[src/rtl/uart_transmitter.sv]
// UART transmitter: start, 8 data bits (tx_data[0] first), optional even parity (`TX_PARITY_EN), 1-2 stop bits.
// Latency: start bit appears on TXD the cycle after acceptance; frame = (9 + P + STOP_BITS) * CLKS_PER_BIT cycles.
// Backpressure: one-entry holding register; tx_ready low while it is full, tx_start ignored while tx_ready is low.
module uart_transmitter #(
   parameter int CLKS_PER_BIT = 1,
   parameter int STOP_BITS    = 1
) (
   input  logic       clk,
   input  logic       reset,
   input  logic [0:7] tx_data,
   input  logic       tx_start,
   output logic       tx_ready,
   output logic       TXD,
   output logic       tx_busy
);

   generate
      if (CLKS_PER_BIT < 1 || CLKS_PER_BIT > 65535) begin : g_bad_clks_per_bit
         $error("uart_transmitter: CLKS_PER_BIT must be in 1..65535");
      end
      if (STOP_BITS != 1 && STOP_BITS != 2) begin : g_bad_stop_bits
         $error("uart_transmitter: STOP_BITS must be 1 or 2");
      end
   endgenerate

   localparam logic [15:0] LAST_CNT  = 16'(CLKS_PER_BIT - 1);
   localparam logic [2:0]  LAST_STOP = 3'(STOP_BITS - 1);

`ifdef TX_PARITY_EN
   typedef enum logic [2:0] {IDLE, START, DATA, PARITY, STOP} state_t;
`else
   typedef enum logic [2:0] {IDLE, START, DATA, STOP} state_t;
`endif

   state_t      state;
   logic [15:0] bit_cnt;
   logic [2:0]  bit_idx;
   logic [0:7]  data_reg;
   logic [0:7]  hold_reg;
   logic        hold_full;
   logic        accept;
   logic        bit_done;

   assign tx_ready = ~hold_full;
   assign accept   = tx_start & tx_ready;
   assign bit_done = (bit_cnt == LAST_CNT);

   always_ff @(posedge clk) begin
      if (reset) begin
         state     <= IDLE;
         bit_cnt   <= '0;
         bit_idx   <= '0;
         data_reg  <= '0;
         hold_reg  <= '0;
         hold_full <= 1'b0;
         TXD       <= 1'b1;
         tx_busy   <= 1'b0;
      end else begin
         if (state != IDLE) begin
            bit_cnt <= bit_done ? '0 : bit_cnt + 16'd1;
            if (accept) begin
               hold_reg  <= tx_data;
               hold_full <= 1'b1;
            end
         end
         case (state)
            IDLE: begin
               if (accept) begin
                  data_reg <= tx_data;
                  bit_cnt  <= '0;
                  state    <= START;
                  TXD      <= 1'b0;
                  tx_busy  <= 1'b1;
               end
            end
            START: begin
               if (bit_done) begin
                  bit_idx <= '0;
                  state   <= DATA;
                  TXD     <= data_reg[0];
               end
            end
            DATA: begin
               if (bit_done) begin
                  if (bit_idx == 3'd7) begin
                     bit_idx <= '0;
`ifdef TX_PARITY_EN
                     state   <= PARITY;
                     TXD     <= ^data_reg;
`else
                     state   <= STOP;
                     TXD     <= 1'b1;
`endif
                  end else begin
                     bit_idx <= bit_idx + 3'd1;
                     TXD     <= data_reg[bit_idx + 3'd1];
                  end
               end
            end
`ifdef TX_PARITY_EN
            PARITY: begin
               if (bit_done) begin
                  state <= STOP;
                  TXD   <= 1'b1;
               end
            end
`endif
            STOP: begin
               if (bit_done) begin
                  if (bit_idx == LAST_STOP) begin
                     bit_idx <= '0;
                     // Chain the next frame without an idle cycle when a byte is waiting.
                     if (hold_full) begin
                        data_reg  <= hold_reg;
                        hold_full <= 1'b0;
                        state     <= START;
                        TXD       <= 1'b0;
                     end else if (accept) begin
                        data_reg  <= tx_data;
                        hold_full <= 1'b0;
                        state     <= START;
                        TXD       <= 1'b0;
                     end else begin
                        state   <= IDLE;
                        TXD     <= 1'b1;
                        tx_busy <= 1'b0;
                     end
                  end else begin
                     bit_idx <= bit_idx + 3'd1;
                  end
               end
            end
            default: begin
               state   <= IDLE;
               TXD     <= 1'b1;
               tx_busy <= 1'b0;
            end
         endcase
      end
   end

endmodule

[config.mk]
export PLATFORM = sky130hd
export DESIGN_NAME = uart_transmitter
export DESIGN_NICKNAME = d
export VERILOG_FILES = /design/src/rtl/uart_transmitter.sv
export SDC_FILE = /design/constraint.sdc
export NUM_CORES = 1
export LEC_CHECK = 0
export CORE_MARGIN = 5
export CORE_UTILIZATION = 40
export DETAILED_ROUTE_END_ITERATION = 7
export SLEW_MARGIN = 5
export SYNTH_ARGS = -nofsm -noshare
export SYNTH_HDL_FRONTEND = slang
export SYNTH_SLANG_ARGS = --single-unit
[constraint.sdc]
create_clock -name clk -period 5.2 [get_ports clk]
set_input_delay 1.04 -clock clk [delete_from_list [all_inputs] [get_ports clk]]
set_output_delay 1.04 -clock clk [all_outputs]
set_load 0.005 [all_outputs]
==> tab_implementation.tex <==
\begin{tabular}{lr}
\hline
Metric & Value \\
\hline
\multicolumn{2}{l}{\textbf{Run status}} \\
Run status & completed \\
\multicolumn{2}{l}{\textbf{Finish}} \\
Most used cells in the layout excluding fill and tap cells & dfxtp\_1, a21oi\_1, nand2\_1 \\
Seq. cell area & 801 um\^{}2 \\
Nets & 284 \\
Layout area overhead & 13.1\% \\
Flip-flop count of the largest register after layout & 16 \\
Area occupied by multi-input gates & 1230 um\^{}2 \\
Diode count & 0 \\
Proportion of layout cells with a drive suffix above 1 & 6.79\% \\
Count of filler cells inserted in the layout & 521 \\
Most frequent standard cell in the layout excluding fill and tap cells & dfxtp\_1 \\
\multicolumn{2}{l}{\textbf{STA}} \\
Slew margin rel. & 46.4\% \\
Final min period & 2.98 ns \\
Skew final & 0.00670 ns \\
Top achievable clock speed & 336 MHz \\
Final max-slew violation count & 0 \\
Final setup fails & 0 \\
Portion of the clock cycle consumed by the worst path in the final layout & 57.3\% \\
Final hold violations & 0 \\
Accumulated negative setup slack & 0 ns \\
WHS & 0.470 ns \\
Slew at the pin closest to its max-slew limit & 0.804 ns \\
Unrepaired setup endpoints after global routing & false \\
\multicolumn{2}{l}{\textbf{Synthesis}} \\
Largest family of logic cells by synthesized area & compound AO/OA/AOI/OAI gates \\
Cell type with the highest aggregate area in the netlist & dfxtp\_1 \\
Synthesized netlist net count & 279 \\
Cells taking the most area after synthesis & dfxtp\_1, a21oi\_1, ha\_1, nand2\_1, a311oi\_1 \\
Share of synthesized cell area in and, or, nand and nor gates & 19.8\% \\
Synthesis warning total & 0 \\
Post-synthesis compound-gate area fraction & 27.5\% \\
Post-Synth XOR/XNOR Area & 0.408\% \\
Number of enable flip-flop cells after synthesis & 0 \\
Arithmetic-cell share of the synthesized area counting full adders, half adders and majority gates & 5.25\% \\
Multiplexer area fraction after synthesis & 4.43\% \\
Leading register cell type out of synthesis & dfxtp\_1 \\
Synth unique cells & 45 \\
Post-synthesis sequential area ratio & 37.3\% \\
Area share of the leading cell type in the synthesized netlist & 37.3\% \\
Netlist area before placement & 2150 um\^{}2 \\
Asr flop ratio synth & 0\% \\
Avg Inst Size Synth & 8.28 um\^{}2 \\
Count of mapped cells out of synthesis & 259 \\
Synthesis-stage register bit count & 40 \\
\multicolumn{2}{l}{\textbf{Worst setup path}} \\
Reg2Reg Launch Point & state[0]\$\_SDFFE\_PP0P\_ \\
Endpoint of the worst-slack reg-to-reg timing path & bit\_cnt[4]\$\_SDFF\_PP0\_ \\
Worst Path Required & 5.40 ns \\
Arrival @ worst endpoint & 3.18 ns \\
Worst setup path class & input port to flop \\
Slowest cell on the critical path & clkdlybuf4s50\_1 \\
Startpoint type of the worst setup path & input port \\
Slack of the worst reg-to-reg path & 2.81 ns \\
Cells on worst reg2reg path & 6 \\
Capturing element type of the critical path & flop \\
Worst-path fanout max & 20 \\
Peak per-stage delay on the critical path & 0.62 ns \\
Crit path cell chain & clkdlybuf4s50\_1, nand2b\_1, nand2\_1, o211a\_1, nor2\_1, a311oi\_1 \\
\multicolumn{2}{l}{\textbf{Global route}} \\
Initial antenna violation count & 0 \\
Total track usage & 14.9\% \\
Vias in the first global route & 1755 \\
Maximum number of pins on one net before global-route repair & 43 \\
Global-route wire length before repair & 8660 um \\
GRT Residual Overflow & 0 \\
\multicolumn{2}{l}{\textbf{Clock network}} \\
Clock sink count & 40 \\
Clock tree from TritonCTS & done \\
H-tree levels & 2 \\
Post\_cts resized & 0 \\
Clock buffer depth & 2 \\
Clock latency on the worst-skew pair & 0.30 ns \\
Number of post-CTS setup repair buffers & 0 \\
Cell chosen for the clock root & clkbuf\_8 \\
CTS buffer count & 5 \\
Clock transition time at the flip-flop clock pins of the worst setup and hold paths & 0.09 ns \\
Hold Buf Count CTS & 0 \\
\multicolumn{2}{l}{\textbf{Route}} \\
Antenna Violating Nets Remaining & 0 \\
Post-Route WL & 4950 um \\
Vias per std cell & 5.60 \\
Routed wire length per instance & 14.8 um \\
Vias post-DR & 1877 \\
DRC viols & 0 \\
Number of iterations in the first detailed-routing pass & 4 \\
Iteration-0 DRC count of the detailed router & 159 \\
\multicolumn{2}{l}{\textbf{Flow run}} \\
Max-capacitance violation count & 0 \\
\multicolumn{2}{l}{\textbf{Placed design}} \\
PortBufs & 13 \\
HPWL after DPL & 3400 um \\
Final weighted congestion in routability-driven placement & 0.772 \\
\multicolumn{2}{l}{\textbf{Power}} \\
P\_leak & 0.820 nW \\
Total power density per cell area & 432 nW/um\^{}2 \\
Maximum VDD drop & 0.000229 V \\
\multicolumn{2}{l}{\textbf{Floorplanning}} \\
Die Ht & 83.2 um \\
Boundary pin count & 14 \\
Total number of placement rows & 26 \\
Die outline area & 6930 um\^{}2 \\
Die X & 83.2 um \\
Core outline area & 5170 um\^{}2 \\
Starting Density & 41.5\% \\
\multicolumn{2}{l}{\textbf{Hold path}} \\
Hold Path Sink & data\_reg[3]\$\_SDFFE\_PP0P\_ \\
Critical hold path startpoint & data\_reg[3]\$\_SDFFE\_PP0P\_ \\
HP Class & flop to flop \\
Worst hold stages & 1 \\
\hline
\end{tabular}
==> final cells by class <==
cell class,instances,area share (%)
well taps,70,3.61
clock inverters,2,1.60
multi-input cells,191,50.7
repair buffers,15,5.98
inverters,11,1.70
clock buffers,6,3.40
flip-flops and latches,40,33.0
==> worst max-delay path by stage <==
stage,slack (ns),end,from,cells after the start
floorplan,2.94,tx_busy$_SDFFE_PP0P_,tx_start,5
global placement,2.00,state[1]$_SDFFE_PP0P_,tx_start,6
detailed placement,1.91,state[0]$_SDFFE_PP0P_,tx_start,6
CTS,2.23,state[0]$_SDFFE_PP0P_,tx_start,6
global route,2.03,state[1]$_SDFFE_PP0P_,tx_start,6
finish,2.22,state[0]$_SDFFE_PP0P_,tx_start,6
==> critical path, delay by kind of cell <==
family / cells / cell delay, ns
buf+inv: 1 / 0.62
compound gates: 2 / 0.51
simple gates: 3 / 1.00
==> routing by layer <==
layer | up-vias | part of all wire, % | routed length (um) | GRT usage (%)
met5 | - | 0 | 0 | 0
met2 | 22 | 44 | 2160 | 22.3
met4 | 0 | 1.3 | 62 | 4.46
met3 | 7 | 2.8 | 141 | 3.27
met1 | 885 | 52 | 2590 | 21.1
li1 | 963 | - | - | -
==> synth_stat cells (7+ instances only) <==
cell / n
dfxtp_1: 40
a21oi_1: 33
nand2_1: 24
nor2_1: 18
o21ai_0: 14
clkbuf_1: 12
inv_1: 11
a311oi_1: 10
nand3_1: 10
ha_1: 9
o21a_1: 7
o22ai_1: 7
==> power by group <==
| part | leakage [nW] | internal (W) | switching (W) |
|---|---|---|---|
| Sequential | 0.326 | 0.000355 | 0.0000329 |
| Combinational | 0.433 | 0.000156 | 0.000231 |
| Clock | 0.0614 | 0.000157 | 0.000116 |
| Total | 0.820 | 0.000668 | 0.000380 |
==> through the flow <==
stage / setup slack [ns] / utilization [%] / power (W) / cell area, um^2 / std cells
final: 2.22 / 46.9 / 0.00105 / 2430 / 335
after global placement: 2.00 / 44.6 / 0.000774 / 2310 / 327
after floorplan: 2.94 / - / 0.000686 / 2150 / 259
after global routing: 2.03 / 46.9 / 0.00113 / 2430 / 335
after CTS: 2.23 / 46.9 / 0.00105 / 2430 / 335
after detailed placement: 1.91 / 44.6 / 0.000778 / 2310 / 327
==> cell families (layout without fill, tap and decap cells) <==
kind of cell,count (synthesis),after routing
DFF,40,40
adders and majority gates,9,9
and+or+nand+nor,83,83
xor gates and xnor gates,1,1
muxes,7,7
AOI/OAI and AO/OA,91,91
buffers and inverters,28,34
No activity file was read; power rests on OpenSTA's default activity.
